**config.mk**
```make
export PLATFORM = sky130hd
export DESIGN_NAME = divider_variable_mc
export DESIGN_NICKNAME = d
export VERILOG_FILES = /design/src/rtl/divider_variable_mc.sv
export SDC_FILE = /design/constraint.sdc
export NUM_CORES = 1
export LEC_CHECK = 0
export BUFFER_PORTS_ARGS = -buffer_cell sky130_fd_sc_hd__clkbuf_2
export CORE_ASPECT_RATIO = 0.75
export CORE_MARGIN = 5
export CORE_UTILIZATION = 45
export CTS_CLUSTER_SIZE = 16
export DETAILED_ROUTE_END_ITERATION = 8
export PLACE_DENSITY_LB_ADDON = 0.12
export SYNTH_ARGS = -nofsm -noshare
export SYNTH_HDL_FRONTEND = slang
export SYNTH_SLANG_ARGS = --single-unit
```
**constraint.sdc**
```tcl
create_clock -name clk -period 10.6 [get_ports clk]
set_input_delay 1.06 -clock clk [delete_from_list [all_inputs] [get_ports clk]]
set_output_delay 1.06 -clock clk [all_outputs]
set_load 0.1 [all_outputs]
```
**src/rtl/divider_variable_mc.sv**
```systemverilog
// Multi-channel variable clock divider: per-channel square wave of period div_num with a
// rising-edge tick, glitch-free period updates, graceful stop and hard sync.
module divider_variable_mc #(
    parameter int unsigned N   = 16,
    parameter int unsigned NCH = 4
) (
    input  logic             clk,
    input  logic             rst,
    input  logic [NCH-1:0]   en,
    input  logic [NCH-1:0]   sync,
    input  logic [NCH*N-1:0] div_num,
    output logic [NCH-1:0]   out,
    output logic [NCH-1:0]   rise
);

    localparam int unsigned CW = N - 1;

    typedef enum logic [1:0] {
        IDLE,
        LOW,
        HIGH
    } state_t;

    for (genvar i = 0; i < NCH; i++) begin : g_ch
        state_t          state;
        logic [CW-1:0]   cnt;
        logic [N-1:0]    per;
        logic            out_q;
        logic            rise_q;
        logic [N-1:0]    fld;
        logic            load_ok;
        logic [CW-1:0]   half_lo;
        logic [CW-1:0]   lo_last;
        logic [CW-1:0]   hi_last;

        assign fld     = div_num[i*N +: N];
        assign load_ok = en[i] && (fld >= N'(2));

        // Phase end points derive from the stored period only; odd periods lengthen HIGH.
        assign half_lo = per[N-1:1];
        assign lo_last = half_lo - CW'(1);
        assign hi_last = per[0] ? half_lo : lo_last;

        always_ff @(posedge clk or posedge rst) begin
            if (rst) begin
                state  <= IDLE;
                cnt    <= '0;
                per    <= '0;
                out_q  <= 1'b0;
                rise_q <= 1'b0;
            end else begin
                rise_q <= 1'b0;
                if (sync[i]) begin
                    // Hard sync: restart the period now, or stop if no valid load.
                    cnt   <= '0;
                    out_q <= 1'b0;
                    if (load_ok) begin
                        per   <= fld;
                        state <= LOW;
                    end else begin
                        state <= IDLE;
                    end
                end else begin
                    case (state)
                        IDLE: begin
                            out_q <= 1'b0;
                            if (load_ok) begin
                                per   <= fld;
                                cnt   <= '0;
                                state <= LOW;
                            end
                        end
                        LOW: begin
                            if (cnt == lo_last) begin
                                cnt    <= '0;
                                state  <= HIGH;
                                out_q  <= 1'b1;
                                rise_q <= 1'b1;
                            end else begin
                                cnt <= cnt + CW'(1);
                            end
                        end
                        HIGH: begin
                            if (cnt == hi_last) begin
                                // Period boundary: the only point where a new period is taken.
                                cnt   <= '0;
                                out_q <= 1'b0;
                                if (load_ok) begin
                                    per   <= fld;
                                    state <= LOW;
                                end else begin
                                    state <= IDLE;
                                end
                            end else begin
                                cnt <= cnt + CW'(1);
                            end
                        end
                        default: begin
                            cnt   <= '0;
                            out_q <= 1'b0;
                            state <= IDLE;
                        end
                    endcase
                end
            end
        end

        assign out[i]  = out_q;
        assign rise[i] = rise_q;
    end

endmodule

```
# Word-level counts from Yosys, hierarchy flattened
# Index checks and enable logic that the tools add are counted.
[classes] order_cmp=4 addsub=8 n_reduce_logical=24 n_mux=92 n_eq_ne=28
[ops] operator="15-bit 2-to-1 mux" count=20
[ops] operator="16-bit 2-to-1 mux" count=12
[ops] operator="15-bit one-hot mux with 3 select lines" count=4
[ops] operator="16-bit one-hot mux with 2 select lines" count=4
[ops] operator="15-bit equality test" count=8
[ops] operator="16-bit by 2-bit >= comparator with 1-bit output, second input constant" count=4
[ops] operator="15-bit by 1-bit adder with 15-bit output, second input constant" count=4
[ops] operator="15-bit by 1-bit subtractor with 15-bit output, second input constant" count=4
[ops] operator="3-bit != test, second input constant" count=12
[ops] operator="2-bit 2-to-1 mux" count=16
[ops] operator="1-bit 2-to-1 mux" count=28
[ops] operator="2-bit one-hot mux with 3 select lines" count=4
[ops] operator="2-bit AND reduction" count=8
[ops] operator="3-bit AND reduction" count=4
[ops] operator="3-bit nonzero test" count=4
[ops] operator="2-bit by 1-bit equality test with 1-bit output, second input constant" count=4
[ops] operator="2-bit equality test, second input constant" count=4
[ops] operator="2-bit logical NOT" count=4
[ops] operator="1-bit one-hot mux with 2 select lines" count=4
[ops] operator="1-bit logical AND" count=4
[totals] wordCells=176 output_inout_bits=8 regBits=140

# Logic depth before layout (Yosys ltp)
# Gate-level depths: netlist (run 1).
[depth] depth_word=6 depth_mapped=16 mapped_depth_nobuf=11

# Worst setup path before layout (run 1)
# Ideal clock, no wire load.
[synth_path] path_type="reg2reg" startpoint="reg g_ch[1].per[1]" endpoint="reg g_ch[1].per[3]" path_slack_ns=7.086 path_buffers=2 stages_incl_launch_ff=13 setup_time_ns=0.125 t_required_ns=10.475 arrival_ns=3.389 cell_sequence="dfrtp_1 inv_1 ha_1 or3b_2 buf_2 or3_4 or3_1 a221o_1 o41ai_4 o21ai_0 a21oi_1 buf_2 mux2_2"
[synth_via] elab_chain_cells=5
[synth_rtl] item="from (decl)" line="27" rtl="logic [N-1:0] per;"
[synth_rtl] item="from (signal assigned)" line="58" rtl="per <= fld;"
[synth_rtl] item="from (signal assigned)" line="68" rtl="per <= fld;"
[synth_rtl] item="from (signal assigned)" line="89" rtl="per <= fld;"
[synth_rtl] item="15-bit by 1-bit subtractor with 15-bit output" line="41" rtl="assign lo_last = half_lo - CW'(1);"
[synth_rtl] item="15-bit 2-to-1 mux (*)" line="42" rtl="assign hi_last = per[0] ? half_lo : lo_last;"
[synth_rtl] item="15-bit equality test (*)" line="84" rtl="if (cnt == hi_last) begin"
[synth_rtl] item="3-bit != test (no source line) (*)"
[synth_rtl] item="2-bit AND reduction (no source line) (*)"
# Mark *: on every way between the ends. The rest lies on a longest branch, timed or not.
# A chain may end at the register's enable or synchronous reset.

# Final worst setup path (run 1)
[layout_path] startpoint="reg g_ch[2].per[1]" endpoint="reg g_ch[2].cnt[4]"
[layout_via] elab_chain_cells=6 elab_cells_between_ends=8 classes_between="1 x add/sub; 2 x eq/ne; 5 x mux"
[layout_rtl] item="from (decl)" line="27"
[layout_rtl] item="from (signal assigned)" line="58"
[layout_rtl] item="from (signal assigned)" line="68"
[layout_rtl] item="from (signal assigned)" line="89"
[layout_rtl] item="15-bit by 1-bit subtractor with 15-bit output" line="41"
[layout_rtl] item="15-bit 2-to-1 mux" line="42"
[layout_rtl] item="15-bit equality test" line="84"
[layout_rtl] item="15-bit 2-to-1 mux" line="84"
[layout_rtl] item="15-bit one-hot mux with 3 select lines (*)" line="64" rtl="case (state)"
[layout_rtl] item="15-bit 2-to-1 mux (*)" line="53" rtl="if (sync[i]) begin"
[layout_rtl] item="to (signal assigned)" line="80" rtl="cnt <= cnt + CW'(1);"
[layout_rtl] item="to (signal assigned)" line="95" rtl="cnt <= cnt + CW'(1);"
[layout_rtl] item="to (decl)" line="26" rtl="logic [CW-1:0] cnt;"
# Marks and branches as above.

==> impl_results.html, run 1 <==
<table>
<tr><th>Metric</th><th>Value</th></tr>
<tr><th colspan="2">Run status</th></tr>
<tr><td>Status</td><td>finished, final reports clean</td></tr>
<tr><th colspan="2">Power and ir drop</th></tr>
<tr><td>Internal portion of total power</td><td>0.001513 W</td></tr>
<tr><td>IR drop worst, VDD</td><td>0.1202 mV</td></tr>
<tr><td>Leak</td><td>4.933 nW</td></tr>
<tr><td>Share of total power in sequential cells</td><td>35.0%</td></tr>
<tr><td>Sw Pwr</td><td>0.001103 W</td></tr>
<tr><td>Switching power share of the total</td><td>42.15%</td></tr>
<tr><td>Clock Power Share</td><td>24.0%</td></tr>
<tr><td>Share of power burned in combinational logic</td><td>41.0%</td></tr>
<tr><td>Total power density per cell area</td><td>217.2 nW/um^2</td></tr>
<tr><th colspan="2">Die</th></tr>
<tr><td>Overall die width</td><td>190.8 um</td></tr>
<tr><td>Placement Rows</td><td>49</td></tr>
<tr><td>Die extent in y</td><td>145.6 um</td></tr>
<tr><td>Starting density of the core</td><td>45.89%</td></tr>
<tr><td>Total Die Area</td><td>27770 um^2</td></tr>
<tr><td>Area inside the core boundary</td><td>24030 um^2</td></tr>
<tr><td>I/O pins</td><td>82</td></tr>
<tr><th colspan="2">Route</th></tr>
<tr><td>Final ANT Viol Nets</td><td>0</td></tr>
<tr><td>Routed wire length</td><td>29200 um</td></tr>
<tr><td>DRC violation count after routing</td><td>0</td></tr>
<tr><td>Via total after detailed routing</td><td>9730</td></tr>
<tr><td>Average wire length per cell after detail routing</td><td>17.95 um</td></tr>
<tr><td>Number of violations reported at the end of detailed-routing iteration 0</td><td>794</td></tr>
<tr><td>Via count normalized by instance count</td><td>5.980</td></tr>
<tr><td>Count of TritonRoute iterations in the first routing pass</td><td>5</td></tr>
<tr><th colspan="2">Setup path</th></tr>
<tr><td>Number of cells on the worst reg-to-reg path</td><td>12</td></tr>
<tr><td>Endpoint of the worst-slack reg-to-reg timing path</td><td>g_ch[2].cnt[4]</td></tr>
<tr><td>Timing startpoint of the critical path</td><td>g_ch[2].per[1]</td></tr>
<tr><td>Worst Path Required</td><td>10.89 ns</td></tr>
<tr><td>Critical R2R Launch</td><td>g_ch[2].per[1]</td></tr>
<tr><td>Crit Path Category</td><td>reg -&gt; reg</td></tr>
<tr><td>Type of destination of the critical path</td><td>register</td></tr>
<tr><td>WP data arrival</td><td>4.31 ns</td></tr>
<tr><td>Worst setup slack for register-to-register paths</td><td>6.58 ns</td></tr>
<tr><td>Worst-path fanout max</td><td>11</td></tr>
<tr><td>Startpoint kind of the worst setup timing path</td><td>register</td></tr>
<tr><td>Capture point of the critical path</td><td>g_ch[2].cnt[4]</td></tr>
<tr><th colspan="2">GRT</th></tr>
<tr><td>Maximum number of pins on one net before global-route repair</td><td>73</td></tr>
<tr><td>Vias in the first global route</td><td>8789</td></tr>
<tr><td>Routing usage on met3</td><td>4.029%</td></tr>
<tr><td>Total GRT Usage</td><td>20.76%</td></tr>
<tr><td>Antenna violations before repair</td><td>0</td></tr>
<tr><td>Met2 global-route usage</td><td>28.70%</td></tr>
<tr><td>Grt ovf</td><td>0</td></tr>
<tr><td>Grt peak-use layer</td><td>met1</td></tr>
<tr><td>First-pass GRT wire length</td><td>47770 um</td></tr>
<tr><td>Met1 Use GR</td><td>33.34%</td></tr>
<tr><th colspan="2">Layout</th></tr>
<tr><td>Final standard cell utilization of the core</td><td>50.12%</td></tr>
<tr><td>Antenna cells</td><td>0</td></tr>
<tr><td>Layout net count</td><td>1386</td></tr>
<tr><td>Share of cells above drive strength 1</td><td>16.05%</td></tr>
<tr><td>Total non-filler cell area in the finished layout</td><td>12050 um^2</td></tr>
<tr><td>Count of placed standard cells in the final layout, fillers left out</td><td>1627</td></tr>
<tr><td>Area growth from synthesis to layout</td><td>9.224%</td></tr>
<tr><th colspan="2">Placed design</th></tr>
<tr><td>Worst slack after detailed placement</td><td>6.724 ns</td></tr>
<tr><td>Placed Cells</td><td>1596</td></tr>
<tr><td>HPWL after DPL</td><td>21430 um</td></tr>
<tr><td>Weighted congestion at the end of routability-driven global placement</td><td>0.9644</td></tr>
<tr><td># port buffers</td><td>81</td></tr>
<tr><td>Standard cell area after detailed placement</td><td>11440 um^2</td></tr>
<tr><th colspan="2">Hold path</th></tr>
<tr><td>Worst hold path cell count</td><td>1</td></tr>
<tr><td>Worst Hold Class</td><td>reg -&gt; reg</td></tr>
<tr><th colspan="2">STA</th></tr>
<tr><td>RSZ-0062 raised after global routing</td><td>no</td></tr>
<tr><td>Worst Slack Setup Final</td><td>6.577 ns</td></tr>
<tr><td>Clock period minus final worst setup slack</td><td>4.023 ns</td></tr>
<tr><td>Share of the cycle needed by the critical path after routing</td><td>37.95%</td></tr>
<tr><td>Count of endpoints failing hold in the final timing report</td><td>0</td></tr>
<tr><td>Upper clock frequency limit</td><td>248.6 MHz</td></tr>
<tr><td>Tightest slew margin relative to the limit</td><td>30.30%</td></tr>
<tr><td>Final number of max-transition violations</td><td>0</td></tr>
<tr><td>Final Setup Violations</td><td>0</td></tr>
<tr><td>Total negative slack for setup checks</td><td>0 ns</td></tr>
<tr><td>Final clock skew</td><td>0.01351 ns</td></tr>
<tr><td>Actual slew at the worst max-slew pin</td><td>1.037 ns</td></tr>
<tr><th colspan="2">Yosys</th></tr>
<tr><td>Async set or reset register ratio after synthesis</td><td>100.0%</td></tr>
<tr><td>Cell variety after synth</td><td>84</td></tr>
<tr><td>Share of the synthesized area in the top cell type</td><td>31.77%</td></tr>
<tr><td>Mapped Nets</td><td>1381</td></tr>
<tr><td>Count of warnings emitted by yosys</td><td>0</td></tr>
<tr><td>Dominant cells by area after synthesis</td><td>dfrtp_1 (32%), mux2_2 (5.4%), xnor2_1 (5.2%)</td></tr>
<tr><td>Mean Syn Cell Area</td><td>8.622 um^2</td></tr>
<tr><td>Gate Count Post-Synth</td><td>1279</td></tr>
<tr><td>Post-synth EDFFs</td><td>0</td></tr>
<tr><td>Most area-hungry cell type in the Yosys netlist</td><td>dfrtp_1</td></tr>
<tr><td>Syn Std Cell Area</td><td>11030 um^2</td></tr>
<tr><td>Commonest cells in the netlist</td><td>dfrtp_1 (140), o21ai_0 (76), nand2_1 (73)</td></tr>
<tr><td>Predominant post-synthesis flop cell</td><td>dfrtp_1</td></tr>
<tr><td>#FFs+latches synth</td><td>140</td></tr>
<tr><td>Sequential area share after synthesis</td><td>31.77%</td></tr>
<tr><td>Cell with the most instances after synthesis</td><td>dfrtp_1</td></tr>
<tr><th colspan="2">CTS</th></tr>
<tr><td>Total number of H-tree levels</td><td>4</td></tr>
<tr><td>Buffer count from post-CTS setup fixing</td><td>0</td></tr>
<tr><td>Sinks on the clock net</td><td>140</td></tr>
<tr><td>Gates resized, CTS repair</td><td>0</td></tr>
<tr><td>Clk buf depth</td><td>2</td></tr>
<tr><td>Clk slew on worst S/H paths</td><td>0.06 ns</td></tr>
<tr><td>Root Buffer</td><td>clkbuf_16</td></tr>
<tr><td>TritonCTS Buffers</td><td>17</td></tr>
<tr><td>Clock tree from TritonCTS</td><td>yes</td></tr>
<tr><td># hold bufs at CTS</td><td>0</td></tr>
<tr><td>Clock latency reported for the late side of the worst-skew pair</td><td>0.43 ns</td></tr>
<tr><th colspan="2">Run</th></tr>
<tr><td>Max_cap viols</td><td>0</td></tr>
</table>
sequential cells by signal (all words and copies together), names as in the netlist:
signal / flops
g_ch.per: 64
g_ch.cnt: 60
g_ch.state: 8
g_ch.out_q: 4
g_ch.rise_q: 4
cell families (layout without fill, tap and decap cells):
logic type                 count (synthesis)  in the layout  synth area share (%)
buffers and inverters                    153            170                 6.059
DFF                                      140            140                 31.77
and+or+nand+nor                          479            479                 24.22
xor gates and xnor gates                 115            115                 9.133
muxes                                     74             74                 7.409
AOI/OAI and AO/OA                        290            290                 18.23
adders and majority gates                 28             28                 3.177
stage by stage:
| step | hold WS, ns | power, W |
|---|---|---|
| global placement | 0.4955 | 0.001974 |
| global route | 0.5317 | 0.002814 |
| CTS | 0.5139 | 0.002625 |
| floorplan | 0.4650 | 0.001736 |
| detailed placement | 0.5011 | 0.001977 |
| finish | 0.5055 | 0.002616 |
critical path, cell delays in order (launching register included):
cell and delay, ns:
dfrtp_1 0.48, inv_1 0.09, ha_1 0.22, nor3b_1 0.57, xnor2_1 0.20, a2111oi_0 0.54
o2bb2ai_1 0.15, or4_1 0.58, o21ai_0 0.17, buf_4 0.20, a21oi_1 0.15, nand2_1 0.37
o21ai_0 0.16
worst min path at each step:
stage                          startpoint              end  slack [ns]
after floorplan             g_ch[1].out_q    g_ch[1].out_q        0.47
after global placement    g_ch[1].per[15]  g_ch[1].per[15]        0.50
after detailed placement  g_ch[1].per[15]  g_ch[1].per[15]        0.50
after CTS                 g_ch[1].per[15]  g_ch[1].per[15]        0.51
after global routing      g_ch[1].per[15]  g_ch[1].per[15]        0.53
final                     g_ch[1].per[15]  g_ch[1].per[15]        0.51
layout make-up:
class,count,area (um^2)
Multi-Input combinational cell,986,6857
Fill cell,2305,11990
Inverter,49,188.9
Clock inverter,11,142.6
Tap cell,331,414.1
Sequential cell,140,3503
Timing Repair Buffer,90,473.0
Clock buffer,20,466.7
layer usage:
| metal | routed length (um) | vias up |
|---|---|---|
| met5 | 0 | - |
| met4 | 184 | 0 |
| met3 | 1785 | 12 |
| met2 | 12180 | 324 |
| met1 | 15050 | 4689 |
| li1 | - | 4705 |
cells in the final DEF, fill, tap and decap left out, types with 9 or more instances in the layout:
| cell type | netlist | routed |
|---|---|---|
| a31oi_1 | 13 | 13 |
| xor2_1 | 50 | 50 |
| o21ai_0 | 76 | 76 |
| nor4_1 | 43 | 43 |
| nor2_1 | 71 | 71 |
| and3_1 | 29 | 29 |
| nand3_1 | 52 | 52 |
| nand4_1 | 24 | 24 |
| a211oi_1 | 21 | 21 |
| or2_2 | 10 | 10 |
| nor3_1 | 38 | 38 |
| o31ai_1 | 15 | 15 |
| clkbuf_2 | 0 | 81 |
| nor2b_1 | 14 | 14 |
| dfrtp_1 | 140 | 140 |
| mux2i_1 | 13 | 13 |
| a211o_1 | 9 | 9 |
| mux2_2 | 53 | 53 |
| a21o_1 | 17 | 17 |
| or3_1 | 21 | 21 |
| a21oi_1 | 41 | 41 |
| nand2b_1 | 27 | 27 |
| ha_1 | 28 | 28 |
| xnor2_1 | 65 | 65 |
| clkbuf_16 | 0 | 17 |
| nand2_1 | 73 | 73 |
| buf_4 | 10 | 9 |
| or4_1 | 17 | 17 |
| inv_1 | 49 | 48 |
| nor3b_1 | 20 | 20 |
power by group through the flow:
stage,registers [W],clock network (W),logic (W)
after global placement,0.000920,0,0.00105
final,0.000916,0.000629,0.00107
after detailed placement,0.000921,0,0.00106
after floorplan,0.000742,0,0.000994
after CTS,0.000911,0.000649,0.00106
after global routing,0.000949,0.000671,0.00119
Note: power is estimated with default switching activity, not from simulation.
==> run 2: changes to the inputs <==
- ABC_AREA: default -> 1
- clock period: 10.6 -> 3.45 ns (I/O delays scaled with it)
==> run 2 against run 1 <==
Net effect: clock power rose to 3.1 times the previous value; combinational power rose to 4.5 times the previous value; sequential power increased to 2.9 times the previous value; critical endpoint is now g_ch[0].per[4]; area after synthesis grew 7.5%; largest cell class unchanged; clock skew hardly changed; die area increased by 7.1%; sequential share of layout area is 2.3 points lower; design area increased by 8.7%; first-iteration DRC count grew 8.4%.
==> impl_results.html, run 2 <==
<table>
<tr><th>Metric</th><th>Value</th></tr>
<tr><th colspan="2">STA</th></tr>
<tr><td>Clock period minus final worst setup slack</td><td>2.840 ns</td></tr>
<tr><td>RSZ-0062 raised after global routing</td><td>no</td></tr>
<tr><td>Total negative slack for setup checks</td><td>0 ns</td></tr>
<tr><td>Upper clock frequency limit</td><td>352.1 MHz</td></tr>
<tr><td>Final number of max-transition violations</td><td>0</td></tr>
<tr><td>Share of the cycle needed by the critical path after routing</td><td>82.32%</td></tr>
<tr><td>Final clock skew</td><td>0.01316 ns</td></tr>
<tr><td>Tightest slew margin relative to the limit</td><td>22.16%</td></tr>
<tr><td>Count of endpoints failing hold in the final timing report</td><td>0</td></tr>
<tr><td>Actual slew at the worst max-slew pin</td><td>1.168 ns</td></tr>
<tr><td>Final Setup Violations</td><td>0</td></tr>
<tr><th colspan="2">GRT</th></tr>
<tr><td>First-pass GRT wire length</td><td>54050 um</td></tr>
<tr><td>Antenna violations before repair</td><td>0</td></tr>
<tr><td>Total GRT Usage</td><td>21.85%</td></tr>
<tr><td>Grt ovf</td><td>0</td></tr>
<tr><td>Maximum number of pins on one net before global-route repair</td><td>66</td></tr>
<tr><td>Vias in the first global route</td><td>11.18k</td></tr>
<tr><th colspan="2">Layout</th></tr>
<tr><td>Filler Cell Count</td><td>2660</td></tr>
<tr><td>Largest regs</td><td>g_ch.per (64), g_ch.cnt (60), g_ch.state (8)</td></tr>
<tr><td>Count of placed standard cells in the final layout, fillers left out</td><td>2363</td></tr>
<tr><td>Antenna cells</td><td>0</td></tr>
<tr><td>Top reg by flops</td><td>g_ch.per</td></tr>
<tr><td>Share of cells above drive strength 1</td><td>8.420%</td></tr>
<tr><td>Area growth from synthesis to layout</td><td>10.46%</td></tr>
<tr><td>Most used cells in the layout excluding fill and tap cells</td><td>nand2_1 (772), nand3_1 (311), inv_1 (215)</td></tr>
<tr><td>Layout net count</td><td>2108</td></tr>
<tr><td>Number of flip-flops in the largest register</td><td>64</td></tr>
<tr><td>Most common cell after layout, fill and taps aside</td><td>nand2_1</td></tr>
<tr><th colspan="2">Yosys</th></tr>
<tr><td>Post-synth EDFFs</td><td>0</td></tr>
<tr><td>Mapped Nets</td><td>2048</td></tr>
<tr><td>Dominant cells by area after synthesis</td><td>dfrtp_1 (30%), nand2_1 (24%), nand3_1 (13%)</td></tr>
<tr><td>Mean Syn Cell Area</td><td>6.094 um^2</td></tr>
<tr><td>Cell variety after synth</td><td>39</td></tr>
<tr><td>Cell with the most instances after synthesis</td><td>nand2_1</td></tr>
<tr><td>Predominant post-synthesis flop cell</td><td>dfrtp_1</td></tr>
<tr><td>Share of the synthesized area in the top cell type</td><td>29.54%</td></tr>
<tr><td>Sequential area share after synthesis</td><td>29.54%</td></tr>
<tr><td>#FFs+latches synth</td><td>140</td></tr>
<tr><td>Gate Count Post-Synth</td><td>1946</td></tr>
<tr><td>Commonest cells in the netlist</td><td>nand2_1 (772), nand3_1 (311), inv_1 (216)</td></tr>
<tr><td>Most area-hungry cell type in the Yosys netlist</td><td>dfrtp_1</td></tr>
<tr><td>Async set or reset register ratio after synthesis</td><td>100.0%</td></tr>
<tr><td>Syn Std Cell Area</td><td>11860 um^2</td></tr>
<tr><td>Count of warnings emitted by yosys</td><td>0</td></tr>
<tr><th colspan="2">Setup path</th></tr>
<tr><td>Crit Path Category</td><td>reg -&gt; reg</td></tr>
<tr><td>Worst-path fanout max</td><td>21</td></tr>
<tr><td>Timing startpoint of the critical path</td><td>g_ch[0].per[1]</td></tr>
<tr><td>Number of cells on the worst reg-to-reg path</td><td>15</td></tr>
<tr><td>WP data arrival</td><td>3.16 ns</td></tr>
<tr><td>Capture point of the critical path</td><td>g_ch[0].per[4]</td></tr>
<tr><td>Worst Path Required</td><td>3.77 ns</td></tr>
<tr><td>Critical R2R Launch</td><td>g_ch[0].per[1]</td></tr>
<tr><td>Startpoint kind of the worst setup timing path</td><td>register</td></tr>
<tr><td>Endpoint of the worst-slack reg-to-reg timing path</td><td>g_ch[0].per[4]</td></tr>
<tr><td>Type of destination of the critical path</td><td>register</td></tr>
<tr><td>Worst setup slack for register-to-register paths</td><td>0.61 ns</td></tr>
<tr><th colspan="2">Run</th></tr>
<tr><td>Max_cap viols</td><td>0</td></tr>
<tr><th colspan="2">Die</th></tr>
<tr><td>Die extent in y</td><td>150.6 um</td></tr>
<tr><td>Starting density of the core</td><td>45.66%</td></tr>
<tr><td>Placement Rows</td><td>51</td></tr>
<tr><td>Overall die width</td><td>197.5 um</td></tr>
<tr><td>I/O pins</td><td>82</td></tr>
<tr><td>Total Die Area</td><td>29730 um^2</td></tr>
<tr><td>Area inside the core boundary</td><td>25970 um^2</td></tr>
<tr><th colspan="2">Power and ir drop</th></tr>
<tr><td>IR drop worst, VDD</td><td>0.3774 mV</td></tr>
<tr><td>Leak</td><td>7.031 nW</td></tr>
<tr><td>Total power density per cell area</td><td>716.9 nW/um^2</td></tr>
<tr><th colspan="2">Route</th></tr>
<tr><td>Average wire length per cell after detail routing</td><td>13.40 um</td></tr>
<tr><td>Routed wire length</td><td>31660 um</td></tr>
<tr><td>Via total after detailed routing</td><td>12.00k</td></tr>
<tr><td>DRC violation count after routing</td><td>0</td></tr>
<tr><td>Count of TritonRoute iterations in the first routing pass</td><td>6</td></tr>
<tr><td>Final ANT Viol Nets</td><td>0</td></tr>
<tr><td>Via count normalized by instance count</td><td>5.077</td></tr>
<tr><td>Number of violations reported at the end of detailed-routing iteration 0</td><td>861</td></tr>
<tr><th colspan="2">Placed design</th></tr>
<tr><td>Weighted congestion at the end of routability-driven global placement</td><td>0.8718</td></tr>
<tr><td># port buffers</td><td>81</td></tr>
<tr><td>Placed Cells</td><td>2330</td></tr>
<tr><td>HPWL after DPL</td><td>24330 um</td></tr>
<tr><th colspan="2">CTS</th></tr>
<tr><td>Clock latency reported for the late side of the worst-skew pair</td><td>0.44 ns</td></tr>
<tr><td>Clk slew on worst S/H paths</td><td>0.06 ns</td></tr>
<tr><td>Root Buffer</td><td>clkbuf_16</td></tr>
<tr><td>Total number of H-tree levels</td><td>4</td></tr>
<tr><td>Gates resized, CTS repair</td><td>0</td></tr>
<tr><td>Clock tree from TritonCTS</td><td>yes</td></tr>
<tr><td>Sinks on the clock net</td><td>140</td></tr>
<tr><td>TritonCTS Buffers</td><td>17</td></tr>
<tr><td>Clk buf depth</td><td>2</td></tr>
<tr><th colspan="2">Run status</th></tr>
<tr><td>Status</td><td>finished, final reports clean</td></tr>
<tr><th colspan="2">Hold path</th></tr>
<tr><td>Worst hold path cell count</td><td>3</td></tr>
<tr><td>Worst Hold Class</td><td>in -&gt; reg</td></tr>
</table>
[run 2: cell count changes in the layout (fill, tap and decap cells not counted), moves of 21 or more]
cell,change
nand2_1,+699
nand3_1,+259
inv_1,+167
nor2_1,+94
xnor2_1,-63
mux2_2,-53
o21ai_0,-44
nor4_1,-32
xor2_1,+30
a21oi_1,-28
and3_1,-27
nand2b_1,-27
or3_1,-21
[run 2: cell families after synthesis]
group,after synthesis,share of synthesized area (%)
xor gates and xnor gates,82,6.056
AOI/OAI and AO/OA,69,3.281
DFF,140,29.54
adders and majority gates,28,2.954
buffers and inverters,273,9.591
and+or+nand+nor,1354,48.58
[run 2: routing by layer]
layer  track usage [%]  wire, um
met5                 0         0
met4             4.747       369
met3             4.027      1591
met2             33.26     13250
met1             32.40     16450
[run 2: power by group]
group / internal [W] / switching [W]
clock network: 0.00114 / 0.000789
logic: 0.00156 / 0.00328
registers: 0.00202 / 0.000611
[run 2: cell type report]
| cell class | count | area, um^2 | area share (%) |
|---|---|---|---|
| well taps | 344 | 430.4 | 3.286 |
| clock buffers | 18 | 429.2 | 3.276 |
| flip-flops and latches | 140 | 3503 | 26.75 |
| multi-input cells | 1533 | 7218 | 55.11 |
| inverters | 220 | 829.5 | 6.333 |
| repair buffers | 94 | 518.0 | 3.955 |
| clock inverters | 14 | 170.2 | 1.299 |
[run 2: worst min-delay path by stage]
stage / startpoint / endpoint
after floorplan: g_ch[0].out_q / g_ch[0].out_q
after detailed placement: rst / g_ch[1].cnt[10]
after global placement: rst / g_ch[1].cnt[10]
after CTS: div_num[32] / g_ch[2].per[0]
final: div_num[32] / g_ch[2].per[0]
after global routing: div_num[35] / g_ch[2].per[3]
[run 2: stage by stage]
stage	setup WS [ns]	area (um^2)	util, %	power (W)	hold WS [ns]
6_report	0.6101	13100	50.44	0.009390	0.1499
5_1_grt	0.2036	13100	50.44	0.01032	0.1458
4_1_cts	0.6288	13100	50.44	0.009414	0.1322
3_5_place_dp	0.6619	12490	48.09	0.007437	0.4183
3_3_place_gp	0.6814	12490	48.09	0.007363	0.4133
2_1_floorplan	1.289	11860	-	0.006402	0.4542
[run 2: repair_timing]
action	CTS	global route
hold endpoints to repair	20	0
hold buffers	1	0
setup buffers	0	0
[run 2: critical path, cell delays in order (launching register included)]
cell and delay (ns):
dfrtp_1 0.41, inv_1 0.15, ha_1 0.23, nand2_1 0.12, o21ai_0 0.36, nand2_1 0.12, nand3_1 0.09, nand3_1 0.08
nor2_1 0.12, nand2_1 0.06, nor2_1 0.11, nand3_2 0.14, nand2_4 0.19, nand2_2 0.28, nand2_1 0.19, o21ai_2 0.06
